**src/rtl/instr_prefetch_queue.sv**
```systemverilog
// Instruction prefetch queue: owns the fetch PC, issues one read per cycle and buffers words for IF/ID.
// Define PREFETCH_BYPASS_EN to let a returning word fall through to the outputs when the queue is empty.
module instr_prefetch_queue #(
    parameter int          DEPTH    = 4,
    parameter logic [31:0] RESET_PC = 32'h0
) (
    input  logic        clk,
    input  logic        rst,
    input  logic        start,
    output logic        mem_req_o,
    output logic [31:0] mem_addr_o,
    input  logic [31:0] mem_data_i,
    output logic [31:0] instr_o,
    output logic [31:0] pc_inc_o,
    output logic        valid_o,
    input  logic        ready_i,
    input  logic        redirect_i,
    input  logic [31:0] redirect_addr_i
);

    // state  | meaning
    // S_IDLE | waiting for start, no fetch activity
    // S_RUN  | fetching, queue live, redirects honoured
    typedef enum logic {S_IDLE = 1'b0, S_RUN = 1'b1} state_t;

    localparam int PW = $clog2(DEPTH);
    localparam int CW = PW + 1;

    state_t         state_q, state_d;
    logic [31:0]    fetch_pc_q, fetch_pc_d;
    logic [31:0]    issued_addr_q, issued_addr_d;
    logic           pending_q, pending_d;
    logic [CW-1:0]  count_q, count_d;
    logic [PW-1:0]  wr_ptr_q, wr_ptr_d;
    logic [PW-1:0]  rd_ptr_q, rd_ptr_d;
    logic [31:0]    instr_mem_q [DEPTH];
    logic [31:0]    instr_mem_d [DEPTH];
    logic [31:0]    tag_mem_q   [DEPTH];
    logic [31:0]    tag_mem_d   [DEPTH];

    logic [31:0]    resp_tag;
    logic [CW-1:0]  fill;
    logic           bypass_act;
    logic           bypass_take;
    logic           push;
    logic           pop;

    always_comb begin
        resp_tag   = issued_addr_q + 32'd4;
        fill       = count_q + CW'(pending_q);
        mem_req_o  = (state_q == S_RUN) && !redirect_i && (fill < CW'(DEPTH));
        mem_addr_o = fetch_pc_q;

`ifdef PREFETCH_BYPASS_EN
        bypass_act = (count_q == '0) && pending_q;
`else
        bypass_act = 1'b0;
`endif

        valid_o     = bypass_act || (count_q != '0);
        instr_o     = bypass_act ? mem_data_i : instr_mem_q[rd_ptr_q];
        pc_inc_o    = bypass_act ? resp_tag   : tag_mem_q[rd_ptr_q];
        bypass_take = bypass_act && ready_i;
        pop         = (count_q != '0) && ready_i;
        // A word consumed straight from the bus never occupies a queue slot.
        push        = pending_q && !bypass_take;
    end

    always_comb begin
        state_d       = state_q;
        fetch_pc_d    = fetch_pc_q;
        issued_addr_d = issued_addr_q;
        pending_d     = pending_q;
        count_d       = count_q;
        wr_ptr_d      = wr_ptr_q;
        rd_ptr_d      = rd_ptr_q;
        instr_mem_d   = instr_mem_q;
        tag_mem_d     = tag_mem_q;

        case (state_q)
            S_IDLE: begin
                if (start) begin
                    state_d    = S_RUN;
                    fetch_pc_d = RESET_PC;
                end
            end
            S_RUN: begin
                if (redirect_i) begin
                    // Flush: drop queued and in-flight words, keep pointers aligned.
                    count_d    = '0;
                    pending_d  = 1'b0;
                    wr_ptr_d   = rd_ptr_q;
                    fetch_pc_d = redirect_addr_i;
                end else begin
                    if (push) begin
                        instr_mem_d[wr_ptr_q] = mem_data_i;
                        tag_mem_d[wr_ptr_q]   = resp_tag;
                        wr_ptr_d              = wr_ptr_q + PW'(1);
                    end
                    if (pop) begin
                        rd_ptr_d = rd_ptr_q + PW'(1);
                    end
                    count_d   = count_q + CW'(push) - CW'(pop);
                    pending_d = mem_req_o;
                    if (mem_req_o) begin
                        fetch_pc_d    = fetch_pc_q + 32'd4;
                        issued_addr_d = fetch_pc_q;
                    end
                end
            end
            default: state_d = S_IDLE;
        endcase
    end

    always_ff @(posedge clk) begin
        if (!rst) begin
            state_q       <= S_IDLE;
            fetch_pc_q    <= RESET_PC;
            issued_addr_q <= RESET_PC;
            pending_q     <= 1'b0;
            count_q       <= '0;
            wr_ptr_q      <= '0;
            rd_ptr_q      <= '0;
            instr_mem_q   <= '{default: '0};
            tag_mem_q     <= '{default: '0};
        end else begin
            state_q       <= state_d;
            fetch_pc_q    <= fetch_pc_d;
            issued_addr_q <= issued_addr_d;
            pending_q     <= pending_d;
            count_q       <= count_d;
            wr_ptr_q      <= wr_ptr_d;
            rd_ptr_q      <= rd_ptr_d;
            instr_mem_q   <= instr_mem_d;
            tag_mem_q     <= tag_mem_d;
        end
    end

endmodule

```
**config.mk**
```make
export PLATFORM = sky130hd
export DESIGN_NAME = instr_prefetch_queue
export DESIGN_NICKNAME = d
export VERILOG_FILES = /design/src/rtl/instr_prefetch_queue.sv
export SDC_FILE = /design/constraint.sdc
export NUM_CORES = 1
export LEC_CHECK = 0
export CELL_PAD_IN_SITES_DETAIL_PLACEMENT = 2
export CELL_PAD_IN_SITES_GLOBAL_PLACEMENT = 2
export CORE_UTILIZATION = 34
export DETAILED_ROUTE_END_ITERATION = 12
export PLACE_DENSITY_LB_ADDON = 0.2
export SLEW_MARGIN = 30
export SYNTH_ARGS = -nofsm -noshare
export SYNTH_HDL_FRONTEND = slang
export SYNTH_SLANG_ARGS = --single-unit
```
**constraint.sdc**
```tcl
create_clock -name clk -period 2.8 [get_ports clk]
set_input_delay 0.84 -clock clk [delete_from_list [all_inputs] [get_ports clk]]
set_output_delay 0.84 -clock clk [all_outputs]
set_load 0.05 [all_outputs]
```
==> flow_summary.yaml, run 1 <==
run_status:
  status: "finished, violations left"
  violations: "negative setup slack"
global_route:
  antenna_found_initial: 0
  grt_max_degree: 118
  grt_usage_pct: 24.3
  overflow: 0
  grt_pass1_wl_um: 79900
  grt_pass1_vias: 14300
final_layout:
  stdcell_area_um2: 18500
  final_cell_mix: "394 x nand2_1, 326 x dfxtp_1, 281 x a21oi_1"
  layoutNonFillerInstCount: 2369
  syn_to_final_growth_pct: 30.7
  drive_gt1_share_pct: 16.7
  nets: 1885
  final_common_cell: "nand2_1"
  antenna_cells: 0
drt:
  drt_pre_antenna_iters: 4
  finalWirelength_um: 50800
  vias: 13000
  via_per_inst: 5.49
  drt_iter0_markers: 487
  ant_nets: 0
  wire_per_inst_um: 21.4
  drc: 0
synthesis:
  synth_area_um2: 14100
  synth-edff-count: 0
  syn_nets: 1718
  async_flop_share_pct: 0
  ys_warn_count: 0
  synth_cell_type_count: 54
  synth_cells: 1639
  yosysSeqAreaShare_pct: 46.6
  ys.flop_type: "dfxtp_1"
  synth_area_per_cell_um2: 8.62
  ys_ff_latch: 329
critical_path:
  worstPathRequired_ps: 1960
  r2r_setup_slack_ps: 410
  worstSetupPathType: "flop to output pin"
  r2r-end: "tag_mem_q[58]"
  r2r_start: "issued_addr_q[3]"
  start_kind: "flop"
  crit_slowest_cell: "mux4_2"
  crit_top_cell: "buf_12"
  path_cells: "buf_12 -> buf_12 -> mux4_2 -> buf_6"
  crit_path_max_fanout: 11
  path_delay_family: "multiplexers"
  crit_arrival_ps: 1980
  path_buf_inv: 3
  reg2regPathDepth: 6
  cp-end-kind: "output pin"
  cpPeakStageDelay_ps: 550
clock_tree:
  clk_latency_ps: 560
  cts_root_buf: "clkbuf_16"
  cts_tree: "built"
  cts_buffer_depth: 3
  numClockSinks: 329
  h-tree-depth: 2
  cts_inserted_buffers: 39
  clk_pin_slew_ps: 60
min_path:
  whs_path_depth: 2
  hp-class: "flop to flop"
  hold_end: "instr_mem_q[63]"
  hold_path_startpoint: "instr_mem_q[63]"
power:
  vdd_drop_max_mv: 0.365
  swShare_pct: 24.3
  seq_power_share_pct: 43.9
  p_comb_share_pct: 6.6
  switchingPower_mw: 2.64
  p_per_area_nw_per_um2: 589
  leakagePower_nw: 6.41
  clkPwrFrac_pct: 49.5
  intPower_mw: 8.24
timing:
  min_period_ps: 2820
  fin_setup_tns_ps: -126
  setup_slack_ps: -21.7
  hold_viol: 0
  worst_pin_slew_ps: 821
  min_period_over_period_pct: 101
  hold_ws_ps: 453
  finalSetupViolCount: 8
  fin_skew_ps: 21.1
  slew_viol_final: 0
  relSlewSlack_pct: 44.7
  rsz0062_at_grt: "true"
  fmax_mhz: 354
job:
  drv_cap: 0
placed_design:
  dp_hpwl_um: 33400
  portBuffers: 166
  gp_congestion: 0.798
  placed_area_um2: 16700
  place_inst: 2285
die:
  die_x_um: 206
  coreArea_um2: 40900
  rows: 74
  die-area_um2: 42400
  start_util_pct: 34.5
  io_pins: 167
  die_h_um: 206
power groups by stage:
stage	Clock [mW]	Sequential (mW)	Combinational (mW)
after CTS	5.55	4.78	0.720
after detailed placement	0	4.88	0.707
after global placement	0	4.88	0.697
final	5.39	4.78	0.715
after global routing	5.73	4.78	0.763
after floorplan	0	4.95	0.289
synthesized netlist by cell type, types with 2 or more instances:
cell	n	share of area, %
nor3b_1	3	0.16
buf_2	27	0.96
a21oi_1	281	9.9
inv_1	14	0.37
and2_1	8	0.35
or2_2	3	0.13
a21o_1	4	0.21
nand4_1	19	0.84
buf_1	10	0.27
mux4_2	64	10
nor4_1	7	0.31
a211oi_1	36	1.9
dfxtp_1	329	47
xnor2_1	17	1.1
nand3_1	32	1.1
ha_1	10	0.89
o21a_1	2	0.11
o2bb2ai_1	2	0.12
xor2_1	27	1.7
nor3_1	14	0.50
nor2_1	75	2.0
o22ai_1	10	0.44
and3_1	12	0.53
o21ai_0	98	3.5
o31ai_1	2	0.11
mux2_2	2	0.16
nor2b_1	2	0.088
a31oi_1	3	0.13
a22o_1	2	0.12
nor4_2	2	0.18
o32ai_1	3	0.19
a22oi_1	13	0.69
o211ai_1	4	0.21
clkbuf_1	88	2.3
nand2_1	395	10
through the flow:
stage / power (mW) / setup WS (ps) / utilization [%]
after global placement: 5.58 / 3.19 / 40.8
after CTS: 11.1 / -71.3 / 45.0
after floorplan: 5.24 / 225 / -
final: 10.9 / -21.7 / 45.1
after detailed placement: 5.59 / 7.65 / 40.8
after global routing: 11.3 / -90.0 / 45.1
per-layer routing:
layer	track usage [%]	wire length (um)	up-vias
met5	0	0	-
met4	7.69	1310	0
met3	4.16	1810	86
met2	44.1	26300	223
met1	29.0	21400	6617
li1	-	-	6082
what timing repair did:
item | CTS | global route
setup buffers | 11 | 0
cloned | 1 | 0
hold buffers | 0 | 0
setup endpoints to repair | 63 | 69
gates resized for setup | 65 | 19
kinds of logic (layout without fill, tap and decap cells):
group	count (synthesis)	in the layout	share of synthesized area, %
xor gates and xnor gates	44	44	2.73
buffers and inverters	143	341	4.07
AOI/OAI and AO/OA	468	468	18.3
and+or+nand+nor	578	578	17.0
DFF	329	329	46.6
adders and majority gates	10	10	0.885
muxes	67	67	10.4
registers in the layout, indices dropped and copies added, names as in the netlist:
name,flops
state_q,1
pending_q,1
rd_ptr_q,2
count_q,3
tag_mem_q,128
issued_addr_q,32
mem_addr_o,32
instr_mem_q,128
wr_ptr_q,2
cell type report:
cell class	instances	area, um^2
Clock buffer	56	1150
Multi-Input combinational cell	1167	7020
Sequential cell	329	6600
Inverter	16	65.1
Tap cell	532	666
Timing Repair Buffer	253	2780
Clock inverter	16	200
Fill cell	4434	22500
worst max path at each step:
| stage | cells past startpoint | to | start |
|---|---|---|---|
| 2_1_floorplan | 5 | mem_req_o | redirect_i |
| 3_3_place_gp | 5 | mem_req_o | redirect_i |
| 3_5_place_dp | 5 | mem_req_o | redirect_i |
| 4_1_cts | 4 | pc_inc_o[29] | rd_ptr_q[0] |
| 5_1_grt | 4 | pc_inc_o[29] | rd_ptr_q[0] |
| 6_report | 4 | pc_inc_o[29] | rd_ptr_q[0] |
worst reg2reg max path: stages (launching register included):
cell	delay [ps]
dfxtp_1	380
ha_1	220
nand3_1	210
nor2_1	610
nand4_1	220
xor2_1	450
a21oi_1	150
No activity file was read; power rests on OpenSTA's default activity.
==> run 2, diff against run 1 <==
PLACE_DENSITY = 0.84   (was default)
PLACE_DENSITY_LB_ADDON = default   (was 0.2)
SLEW_MARGIN = 20   (was 30)
==> flow_summary.yaml, run 2 (synthesis gave the netlist of run 1 again) <==
clock_tree:
  ctsHoldBuffers: 0
  clk_latency_ps: 570
  cts_buffer_depth: 3
  cts_tree: "built"
  cts_inserted_buffers: 39
  h-tree-depth: 2
  numClockSinks: 329
  clk_pin_slew_ps: 60
  cts_root_buf: "clkbuf_16"
die:
  rows: 74
  io_pins: 167
  coreArea_um2: 40900
  start_util_pct: 34.5
  die-area_um2: 42400
  die_x_um: 206
  die_h_um: 206
final_layout:
  syn_to_final_growth_pct: 30.7
  antenna_cells: 0
  stdcell_area_um2: 18500
  top_regs: "instr_mem_q: 128 flops, tag_mem_q: 128 flops"
  drive_gt1_share_pct: 16.4
  nets: 1885
  final_util_pct: 45.2
  final_common_cell: "nand2_1"
  final_cell_mix: "395 x nand2_1, 326 x dfxtp_1, 281 x a21oi_1"
power:
  p_per_area_nw_per_um2: 584
  leakagePower_nw: 6.37
  seq_power_share_pct: 44.2
  p_comb_share_pct: 6.8
  switchingPower_mw: 2.66
  vdd_drop_max_mv: 0.456
  intPower_mw: 8.14
  clkPwrFrac_pct: 49.0
  power_mw: 10.8
  swShare_pct: 24.6
placed_design:
  placed_area_um2: 16600
  portBuffers: 166
  dp_hpwl_um: 33000
  place_ws_ps: -4.67
  gp_congestion: 0.867
critical_path:
  cpPeakStageDelay_ps: 550
  path_delay_family: "multiplexers"
  crit_path_max_fanout: 5
  crit_arrival_ps: 1980
  crit_slowest_cell: "mux4_2"
  worstSetupPathType: "flop to output pin"
  cp-end-kind: "output pin"
  start_kind: "flop"
  crit_top_cell: "buf_12"
  path_cells: "buf_12 -> buf_12 -> mux4_2 -> buf_6"
  path_buf_inv: 3
  worstPathRequired_ps: 1960
  r2r_setup_slack_ps: 100
drt:
  drt_iter0_markers: 645
  wl_met3_um: 2200
  vias: 13300
  highest_layer: "met5"
  wl_met1_um: 23000
  drc: 0
  wire_per_inst_um: 23.5
  drt_pre_antenna_iters: 5
  dr_wl_met2_um: 28400
  via_per_inst: 5.60
  finalWirelength_um: 55600
  ant_nets: 0
timing:
  hold_ws_ps: 457
  fin_skew_ps: 38.7
  hold_viol: 0
  setup_slack_ps: -24.1
  min_period_over_period_pct: 101
  worst_pin_slew_ps: 763
  finalSetupViolCount: 5
  slew_viol_final: 0
  fmax_mhz: 354
  min_period_ps: 2820
  rsz0062_at_grt: "true"
  relSlewSlack_pct: 49.1
global_route:
  grt_max_degree: 104
  grt_pass1_vias: 14900
  overflow: 0
  grt_pass1_wl_um: 83500
  grt_usage_pct: 25.3
  antenna_found_initial: 1
run_status:
  status: "finished, violations left"
  violations: "negative setup slack"
min_path:
  hp-class: "flop to flop"
job:
  drv_cap: 0
## run 2: routing by layer
layer / global-route usage [%] / vias up
met5: 0 / -
met4: 8.64 / 2
met3: 4.18 / 128
met2: 46.5 / 305
met1: 29.5 / 6747
li1: - / 6068
## run 2: tightest hold or removal path: cells and delay by family, from the launching register on
| kind | cells | cell delay, ps |
|---|---|---|
| AO/OA/AOI/OAI | 1 | 50 |
| AND/OR/NAND/NOR | 1 | 50 |
| flip-flops | 1 | 310 |
## run 2: power by group through the flow
stage / logic [mW] / clock network, mW / registers [mW]
2_1_floorplan: 0.289 / 0 / 4.95
3_3_place_gp: 0.700 / 0 / 4.87
3_5_place_dp: 0.721 / 0 / 4.87
4_1_cts: 0.733 / 5.40 / 4.77
5_1_grt: 0.784 / 5.57 / 4.77
6_report: 0.739 / 5.29 / 4.77
## run 2: metrics by stage
| step | TNS [ps] | cells |
|---|---|---|
| final | -73.4 | 2365 |
| after global routing | -1070 | 2365 |
| after CTS | -505 | 2355 |
| after detailed placement | -4.67 | 2279 |
| after global placement | 0 | 2279 |
| after floorplan | 0 | 1639 |
## run 2: path summary, 6_finish.rpt
check,from,to,cells past startpoint
setup / recovery,rd_ptr_q[0],pc_inc_o[13],4
hold reg to reg,instr_mem_q[63],instr_mem_q[63],2
setup reg to reg,issued_addr_q[3],tag_mem_q[94],6
hold / removal,instr_mem_q[63],instr_mem_q[63],2
## run 2: repair_timing
item                       in CTS  in global routing
setup endpoints to repair      62                 62
gates resized for setup        49                 38
gates cloned                    2                  5
buffers inserted                6                  6
## run 2: layout make-up
type                            count  area (um^2)
Clock buffer                       53         1110
Clock inverter                     15          198
Fill cell                        4351        22400
Inverter                           16         65.1
Multi-Input combinational cell   1167         6990
Sequential cell                   329         6600
Tap cell                          532          666
Timing Repair Buffer              253         2860
==> run 3, diff against run 2 <==
CORE_ASPECT_RATIO = 1.25   (was default)
==> flow_summary.yaml, run 3 (synthesis gave the netlist of run 1 again) <==
run_status:
  status: "finished, violations left"
  violations: "negative setup slack"
final_layout:
  final_common_cell: "nand2_1"
  antenna_cells: 0
  final_cell_mix: "394 x nand2_1, 326 x dfxtp_1, 281 x a21oi_1"
  layoutNonFillerInstCount: 2407
  syn_to_final_growth_pct: 32.0
  final_util_pct: 45.5
  nets: 1908
  n_fill_cell: 4357
  top_regs: "instr_mem_q: 128 flops, tag_mem_q: 128 flops"
  drive_gt1_share_pct: 17.1
drt:
  via_per_inst: 5.54
  ant_nets: 0
  drt_iter0_markers: 697
  vias: 13300
  wire_per_inst_um: 23.1
  drc: 0
  finalWirelength_um: 55500
  drt_pre_antenna_iters: 4
timing:
  hold_viol: 0
  worst_pin_slew_ps: 684
  finalSetupViolCount: 8
  fmax_mhz: 354
  slew_viol_final: 0
  min_period_over_period_pct: 101
  relSlewSlack_pct: 54.0
  min_period_ps: 2820
  setup_slack_ps: -22.9
  hold_ws_ps: 453
  rsz0062_at_grt: "true"
  fin_skew_ps: 29.1
die:
  rows: 83
  coreArea_um2: 41000
  die-area_um2: 42400
  start_util_pct: 34.5
  die_x_um: 184
  die_h_um: 230
  io_pins: 167
placed_design:
  portBuffers: 166
  dp_hpwl_um: 35600
  gp_congestion: 0.847
  place_inst: 2324
clock_tree:
  h-tree-depth: 2
  ctsHoldBuffers: 0
  cts_tree: "built"
  cts_buffer_depth: 3
  clk_latency_ps: 560
  cts_inserted_buffers: 37
  clk_pin_slew_ps: 60
  numClockSinks: 329
  cts_root_buf: "clkbuf_16"
global_route:
  grt_usage_pct: 26.2
  grt_pass1_vias: 15200
  grt_pass1_wl_um: 86300
  grt_max_degree: 90
  antenna_found_initial: 0
  overflow: 0
power:
  leakagePower_nw: 6.42
  vdd_drop_max_mv: 0.372
  p_per_area_nw_per_um2: 558
critical_path:
  crit_arrival_ps: 1980
  cp-end-kind: "output pin"
  worstSetupPathType: "flop to output pin"
  crit_path_max_fanout: 7
  start_kind: "flop"
  worstPathRequired_ps: 1960
job:
  drv_cap: 0
min_path:
  hp-class: "flop to flop"
run 3: cell types whose count changed in the layout (fill, tap and decap cells not counted), moves of 3 or more:
| cell | before | now |
|---|---|---|
| clkbuf_16 | 43 | 38 |
| clkdlybuf4s50_1 | 95 | 98 |
| buf_4 | 58 | 71 |
| clkbuf_8 | 8 | 5 |
| buf_6 | 55 | 60 |
| buf_12 | 24 | 33 |
| clkbuf_1 | 6 | 12 |
| clkinv_2 | 9 | 5 |
run 3: routing by layer:
metal | GRT usage, % | part of all wire (%) | up-vias
li1 | - | - | 6124
met1 | 28.6 | 39 | 6793
met2 | 49.0 | 54 | 301
met3 | 3.55 | 3.4 | 124
met4 | 12.6 | 4.0 | 0
met5 | 0 | 0 | -
run 3: stage by stage:
step                cell area [um^2]  setup slack (ps)  setup TNS, ps  total power [mW]
finish                         18700             -22.9          -93.9              10.4
CTS                            18600             -62.6           -598              10.5
global route                   18700             -72.6          -1170              10.7
floorplan                      14100               225              0              5.24
detailed placement             16900             -13.3          -13.3              5.60
global placement               16900             -35.8          -35.8              5.57
run 3: cell type report:
type | instances | area [um^2] | share of cell area [%]
Clock buffer | 54 | 1040 | 5.57
Clock inverter | 11 | 130 | 0.697
Inverter | 16 | 65.1 | 0.349
Multi-Input combinational cell | 1167 | 6990 | 37.5
Sequential cell | 329 | 6600 | 35.3
Tap cell | 552 | 691 | 3.70
Timing Repair Buffer | 278 | 3140 | 16.9
run 3: worst paths after layout:
check                                     start         endpoint  slack, ps  cells past startpoint
worst max-delay path                rd_ptr_q[0]     pc_inc_o[28]        -20                      4
worst min-delay path            instr_mem_q[38]  instr_mem_q[38]        450                      2
worst max register to register    mem_addr_o[2]   mem_addr_o[28]        500                      6
worst min register to register  instr_mem_q[38]  instr_mem_q[38]        450                      2
run 3: report_power, final:
part / internal, mW / total [mW] / switching [mW]
logic: 0.281 / 0.744 / 0.462
registers: 4.72 / 4.77 / 0.0457
clock network: 2.78 / 4.89 / 2.11
run 3: repair_timing:
action	4_1_cts	5_1_grt
cloned	3	1
endpoints found under the setup margin	66	57
pin swaps	1	0
setup buffers	16	0
endpoints found under the hold margin	0	0
gates resized for setup	63	27
run 3: worst max-delay path: stages, from the launching register on:
cell and delay (ps):
dfxtp_4 360, buf_12 160, buf_12 150, mux4_2 570, buf_6 190
